[src/rtl/instr_fetch_unit.sv]
// rtl/instr_fetch_unit.sv - RV32I fetch stage: PC, imem req/gnt/rvalid, instruction FIFO, redirect flush
//
// Ports:
//   clk, rst                   clock, synchronous active-high reset
//   redirect_in/_addr_in       core redirect strobe and new target (bits [1:0] ignored)
//   im_req_out, im_addr_out    word request to instruction memory
//   im_gnt_in                  request accepted when im_req_out & im_gnt_in
//   im_rvalid_in, im_rdata_in  in-order response from instruction memory
//   instr_valid_out            FIFO head valid
//   instr_out, instr_pc_out    FIFO head word (NOP when empty) and its PC (0 when empty)
//   instr_ready_in             core accepts head when instr_valid_out & instr_ready_in
//   err_out                    sticky: response arrived with nothing outstanding
module instr_fetch_unit #(
    parameter int          DEPTH           = 4,
    parameter int          MAX_OUTSTANDING = 2,
    parameter logic [31:0] RESET_PC        = 32'h0000_0000
) (
    input  logic        clk,
    input  logic        rst,
    input  logic        redirect_in,
    input  logic [31:0] redirect_addr_in,
    output logic        im_req_out,
    output logic [31:0] im_addr_out,
    input  logic        im_gnt_in,
    input  logic        im_rvalid_in,
    input  logic [31:0] im_rdata_in,
    output logic        instr_valid_out,
    output logic [31:0] instr_out,
    output logic [31:0] instr_pc_out,
    input  logic        instr_ready_in,
    output logic        err_out
);
    localparam int AW = (DEPTH > 1) ? $clog2(DEPTH) : 1;
    localparam int CW = $clog2(DEPTH + 1);
    localparam int OW = $clog2(MAX_OUTSTANDING + 1);
    localparam logic [31:0] NOP = 32'h0000_0013;

    typedef enum logic {RUN, FLUSH} state_t;
    state_t state, state_next;

    logic [31:0]   fifo_data [DEPTH];
    logic [31:0]   fifo_pc   [DEPTH];
    logic [AW-1:0] rd_ptr, wr_ptr;
    logic [CW-1:0] fifo_count, fifo_count_next;
    // In FLUSH this counter holds the stale responses still to be discarded
    // (the discard count); in RUN it holds live requests awaiting rvalid.
    logic [OW-1:0] outstanding, outstanding_next;

    logic        granted, rsp_ok, push, pop, req_next;
    logic [31:0] rsp_pc;

    always_comb begin
        granted = im_req_out & im_gnt_in;
        rsp_ok  = im_rvalid_in && (outstanding != '0);
        push    = rsp_ok && (state == RUN) && !redirect_in;
        pop     = instr_valid_out && instr_ready_in && !redirect_in;
        // Requests are issued at consecutive word addresses, so the oldest
        // outstanding one sits 4*outstanding bytes behind the fetch pointer.
        rsp_pc  = im_addr_out - 32'({outstanding, 2'b00});

        outstanding_next = outstanding + OW'(granted) - OW'(rsp_ok);
        fifo_count_next  = redirect_in ? '0 : (fifo_count + CW'(push) - CW'(pop));

        if (outstanding_next == '0)
            state_next = RUN;
        else if (redirect_in)
            state_next = FLUSH;
        else
            state_next = state;

        // Registered request: computed from the post-edge counters, which gives
        // the issue rule and keeps the address/request stable until granted.
        req_next = !redirect_in && (state_next == RUN)
                   && (int'(outstanding_next) < MAX_OUTSTANDING)
                   && (int'(fifo_count_next) + int'(outstanding_next) < DEPTH);
    end

    always_ff @(posedge clk) begin
        if (rst) begin
            state       <= RUN;
            im_req_out  <= 1'b0;
            im_addr_out <= RESET_PC;
            rd_ptr      <= '0;
            wr_ptr      <= '0;
            fifo_count  <= '0;
            outstanding <= '0;
            err_out     <= 1'b0;
            for (int i = 0; i < DEPTH; i++) begin
                fifo_data[i] <= NOP;
                fifo_pc[i]   <= '0;
            end
        end else begin
            state       <= state_next;
            im_req_out  <= req_next;
            outstanding <= outstanding_next;
            fifo_count  <= fifo_count_next;
            if (im_rvalid_in && (outstanding == '0))
                err_out <= 1'b1;
            if (redirect_in) begin
                im_addr_out <= {redirect_addr_in[31:2], 2'b00};
                rd_ptr      <= '0;
                wr_ptr      <= '0;
            end else begin
                if (granted)
                    im_addr_out <= im_addr_out + 32'd4;
                if (push) begin
                    fifo_data[wr_ptr] <= im_rdata_in;
                    fifo_pc[wr_ptr]   <= rsp_pc;
                    wr_ptr            <= wr_ptr + AW'(1);
                end
                if (pop)
                    rd_ptr <= rd_ptr + AW'(1);
            end
        end
    end

    assign instr_valid_out = (fifo_count != '0);
    assign instr_out       = instr_valid_out ? fifo_data[rd_ptr] : NOP;
    assign instr_pc_out    = instr_valid_out ? fifo_pc[rd_ptr] : '0;

endmodule

[config.mk]
export PLATFORM = sky130hd
export DESIGN_NAME = instr_fetch_unit
export DESIGN_NICKNAME = d
export VERILOG_FILES = /design/src/rtl/instr_fetch_unit.sv
export SDC_FILE = /design/constraint.sdc
export NUM_CORES = 1
export LEC_CHECK = 0
export BUFFER_PORTS_ARGS = -buffer_cell sky130_fd_sc_hd__buf_2
export CORE_ASPECT_RATIO = 2
export CORE_UTILIZATION = 40
export DETAILED_ROUTE_END_ITERATION = 10
export GPL_ROUTABILITY_DRIVEN = 1
export HOLD_SLACK_MARGIN = 0.06
export SLEW_MARGIN = 10
export SYNTH_ARGS = -nofsm -noshare
export SYNTH_HDL_FRONTEND = slang
export SYNTH_SLANG_ARGS = --single-unit
[constraint.sdc]
create_clock -name clk -period 3.52 [get_ports clk]
set_input_delay 0.88 -clock clk [delete_from_list [all_inputs] [get_ports clk]]
set_output_delay 0.88 -clock clk [all_outputs]
set_load 0.01 [all_outputs]
# ---- Word-level counts from Yosys, hierarchy flattened
# Memories as Yosys holds them, arrays and structs flattened. A register that Yosys moved wholly into a read port is not among the register bits.
# Cells that the tools add are included.
dict set report totals {
  out_inout_bits 99
  n_memories 2
  word_cells 66
  input_bits 70
  reg_bits 44
  mem_bits_rw 256
}
# memory depth word_bits rd rd_clocked_by_memory_dff wr line_no
set memory_table {}
lappend memory_table {fifo_data 4 32 1 1 4 41} ;# logic [31:0] fifo_data [DEPTH];
lappend memory_table {fifo_pc 4 32 1 1 4 42} ;# logic [31:0] fifo_pc [DEPTH];
dict set report classes {
  bitwise_logic 3
  n_lt_le_gt_ge 2
  muxes 23
  n_addsub 9
  reduce_logical 18
}
# cell count
set ops {}
lappend ops {{two-way mux 32 bit} 6}
lappend ops {{OR reduction 32 bit} 2}
lappend ops {{adder 32 x 3 -> 32 bit (second input constant)} 1}
lappend ops {{subtractor 32 x 4 -> 32 bit} 1}
lappend ops {{two-way mux 2 bit} 6}
lappend ops {{two-way mux 1 bit} 10}
lappend ops {{logical AND 1 bit} 9}
lappend ops {{adder 2 x 1 -> 2 bit (second input constant)} 2}
lappend ops {{adder 3 x 2 -> 4 bit} 1}
lappend ops {{logical NOT 2 bit} 2}
lappend ops {{< comparator 4 x 3 -> 1 bit (second input constant)} 1}
lappend ops {{nonzero test 2 bit} 2}
lappend ops {{adder 3 x 1 -> 3 bit} 1}
lappend ops {{two-way mux 3 bit} 1}
lappend ops {{nonzero test 3 bit} 1}
lappend ops {{subtractor 3 x 1 -> 3 bit} 1}
lappend ops {{adder 2 x 1 -> 2 bit} 1}
lappend ops {{< comparator 2 bit (second input constant)} 1}
lappend ops {{inverter 1 bit} 2}
lappend ops {{OR reduction 2 bit} 1}
lappend ops {{subtractor 2 x 1 -> 2 bit} 1}
lappend ops {{AND 1 bit} 1}
lappend ops {{logical NOT 1 bit} 1}

# ---- Longest topological paths before layout
dict set report depth {
  ltp_word 10
  ltp_mapped 14
  mapped_depth_nobuf 14
}

# ---- Least setup slack after synthesis
# Ideal clock, no wire load.
dict set report synth_timing {
  path_type {in2reg}
  startpoint {input port redirect_in}
  endpoint {memory fifo_data[2][0], enable pin}
  setup_slack_ns -0.098
  n_path_buf 1
  t_required_ns 3.090
  setup_ns 0.430
  cell_stages 6
  arrival_ns 3.188
  cell_sequence {nor2_1 > and2_4 > inv_2 > or3_1 > clkbuf_1 > nand2b_1}
}
# element line_no
set synth_lines {}
lappend synth_lines {{start: declaration} 20} ;# input logic redirect_in,
lappend synth_lines {{end: declaration} 41}

==> run_results.csv <==
group,metric,value,unit
critical_path,crit_buf_inv,2,
routing,ant_nets,0,
worst_hold_path,hold_class,"reg2reg",
sta,rsz0062_at_grt,"false",
sta,min_period,3240,ps
sta,tightest_slew,772,ps
layout,area_delta_synth_final,16.8,%
layout,fill_cells,3079,
global_route,grt_use_total,18.9,%
critical_path,r2r_start,"outstanding[1]",
place,hpwlAfterDp,21.4,mm
critical_path,end_kind,"output pin",
critical_path,worst-path-max-fanout,21,
yosys,synth.mux.area_fraction,10.3,%
critical_path,critical-path-top-delay-family,"multiplexers",
critical_path,cp.depth,4,
yosys,syn_area_per_cell,13.1,um2
floorplan,core_area,33800,um2
pwr,pwr-share-seq,50.7,%
cts,cts_root_buf,"clkbuf_16",
global_route,grt_pass1_wl,50.4,mm
yosys,yosysMostFrequentCell,"edfxtp_1",
global_route,grt_pass1_vias,9069,
cts,clk_pin_slew,70,ps
worst_hold_path,whs_path_depth,2,
worst_hold_path,holdPathEnd,"err_out",
yosys,syn_area,13800,um2
floorplan,initial_utilization,40.9,%
global_route,overflow,0,
cts,clk_latency,550,ps
status,outcome,"finished clean",
floorplan,dieArea,35300,um2
pwr,p_per_area,496,nW/um2
pwr,leakagePower,0.00593,uW
cts,cts_tree,"built",
floorplan,die_h,265,um
cts,post_cts.repair.setup_buffers,0,
sta,relSlewSlack,48.5,%
layout,multi_input_area,5100,um2
worst_hold_path,hp-start,"err_out",
routing,viasPerCell,5.14,
critical_path,slowest_delay,610,ps
routing,drtIter0Drc,403,
critical_path,critPathKind,"reg2out",
yosys,ys.flop_type,"edfxtp_1",
critical_path,required,2640,ps
yosys,yosys.area_share.simple,19.3,%
sta,finalSetupViolCount,0,
sta,hold_viol_final,0,
global_route,antenna_found_initial,1,
layout,final_area,16100,um2
yosys,synth_top_area_share,54.0,%
sta,slew_violations,0,
pwr,power_switching,1860,uW
yosys,synth_top_family_by_area,"simple AND/OR/NAND/NOR gates",
cts,cts_max_level,1,
yosys,synthCells,1056,
yosys,synth_edf_count,248,
pwr,swShare,23.3,%
layout,nets,1278,
pwr,internal_power,6130,uW
layout,drive_gt1_share,26.9,%
critical_path,cp-start-kind,"flop",
yosys,synth_top_cells_by_area,"edfxtp_1, mux4_2, dfxtp_1",
place,finalWeightedCongestion,0.809,
yosys,synth_seq_cells,292,
cts,clk_path_buf_depth,3,
pwr,pwr-share-comb,9.9,%
critical_path,crit_chain,"buf_12 > mux4_2 > nor2b_1 > buf_2",
floorplan,num_rows,95,
yosys,synth_seq_area_share,60.4,%
critical_path,ff2ff_path_depth,14,
yosys,async_reset_ff_share,0,%
yosys,synth_compound_area_share,1.69,%
yosys,yosysTopAreaCell,"edfxtp_1",
cts,cts_sinks,292,
sta,finalCritPeriodShare,92.0,%
yosys,yosysWarnings,0,
critical_path,critPathArrivalTime,2360,ps
pwr,peakVddDrop,0.000324,V
cts,cts_made_buffers,26,
yosys,synth-xor-area-share,4.12,%
critical_path,r2r_end,"im_req_out",
routing,first_pass_iters,4,
routing,drt-wirelength-per-cell,19.6,um
critical_path,worst_path_max_delay_cell,"mux4_2",
routing,route.detailed.drc,0,
sta,max_freq,309,MHz
cts,cts_resized,0,
global_route,grt_max_degree,64,
sta,fin_skew,8.50,ps
yosys,synth_common_cells,"edfxtp_1, nor2_1, and2_1, nor2b_1, mux4_2",
sta,whs,472,ps
floorplan,io_pins,169,
critical_path,r2r_slack,750,ps
flow_run,max-cap-violations,0,
cts,cts_hold_buffers,0,
yosys,yosysUniqueCellTypes,52,
floorplan,die_x,133,um
routing,num_vias,8495,
pwr,pwr-share-clk,39.3,%
place,dpl_cell_area,15200,um2
sta,tns,0,ps
routing,wirelength,32.4,mm
layout,final-seq-area,8330,um2
yosys,synthAdderAreaFrac,1.02,%
layout,num_antenna_cells,0,
place,port_buffers,162,
metal layers:
metal  GRT usage [%]  routed length [um]  share of wire (%)
met3            2.29                1180                3.6
met5               0                   0                  0
met1            19.8               11600                 36
met4            7.31                 976                3.0
met2            37.4               18700                 58
tightest hold or removal path, stage by stage, from the launching register on:
cell and delay (ps):
dfxtp_1 330, a21oi_1 40, nor2_1 70
per-stage QoR:
step                      cells  power [uW]  util, %  setup WS, ps
after floorplan            1059        4620        -         0.308
after global placement     1606        4930     44.9           140
after detailed placement   1606        4940     44.9          84.1
after CTS                  1654        8070     47.7           202
after global routing       1654        8260     47.7           174
final                      1654        7990     47.7           283
final cells by class:
cell class	count	share of cell area [%]
clock inverters	11	1.02
clock buffers	37	4.89
well taps	436	3.39
inverters	15	0.349
flip-flops and latches	292	51.7
repair buffers	192	6.97
multi-input cells	671	31.7
cell families after synthesis:
kind of cell,count (synthesis)
AOI/OAI and AO/OA,34
xor gates and xnor gates,64
adders and majority gates,10
buffers and inverters,96
DFF,292
muxes,65
other,1
and+or+nand+nor,494
worst max path at each step:
| stage | start | slack (ps) | to |
|---|---|---|---|
| global route | flop | 170 | instr_pc_out[31] |
| finish | flop | 280 | instr_pc_out[31] |
| global placement | redirect_in | 140 | im_req_out |
| floorplan | redirect_in | 0.3 | fifo_data[1][0] |
| detailed placement | redirect_in | 80 | im_req_out |
| CTS | flop | 200 | instr_pc_out[31] |
cells in the final DEF (no fill, tap or decap), types with 5 or more instances in the layout:
cell and n:
and2_1 123, a21oi_1 7, ha_1 8, buf_4 23, nand3_1 18, or3_1 7
inv_1 13, nand2_1 29, nor4_1 5, nor3_1 9, clkbuf_16 30, clkbuf_1 6
and4_1 6, dfxtp_1 42, nand4_1 18, xnor2_1 18, or2_2 7, a211oi_1 19
nand2b_1 7, buf_12 7, mux4_2 62, edfxtp_1 248, nor2_1 167, xor2_1 45
nor2b_1 63, buf_2 162
registers in the layout, indices dropped and copies added (netlist names), named ones only:
register and cells:
fifo_pc 120, err_out 1, im_addr_out 30, wr_ptr 2, fifo_data 128, rd_ptr 2, outstanding 2, state 1
im_req_out 1, fifo_count 3
power by group through the flow:
stage / Sequential, uW / Combinational [uW] / Clock, uW
3_5_place_dp: 4130 / 812 / 0
3_3_place_gp: 4120 / 806 / 0
2_1_floorplan: 4090 / 528 / 0
4_1_cts: 4060 / 815 / 3190
6_report: 4050 / 795 / 3140
5_1_grt: 4080 / 880 / 3310
Power figures use the tool's default switching activity.
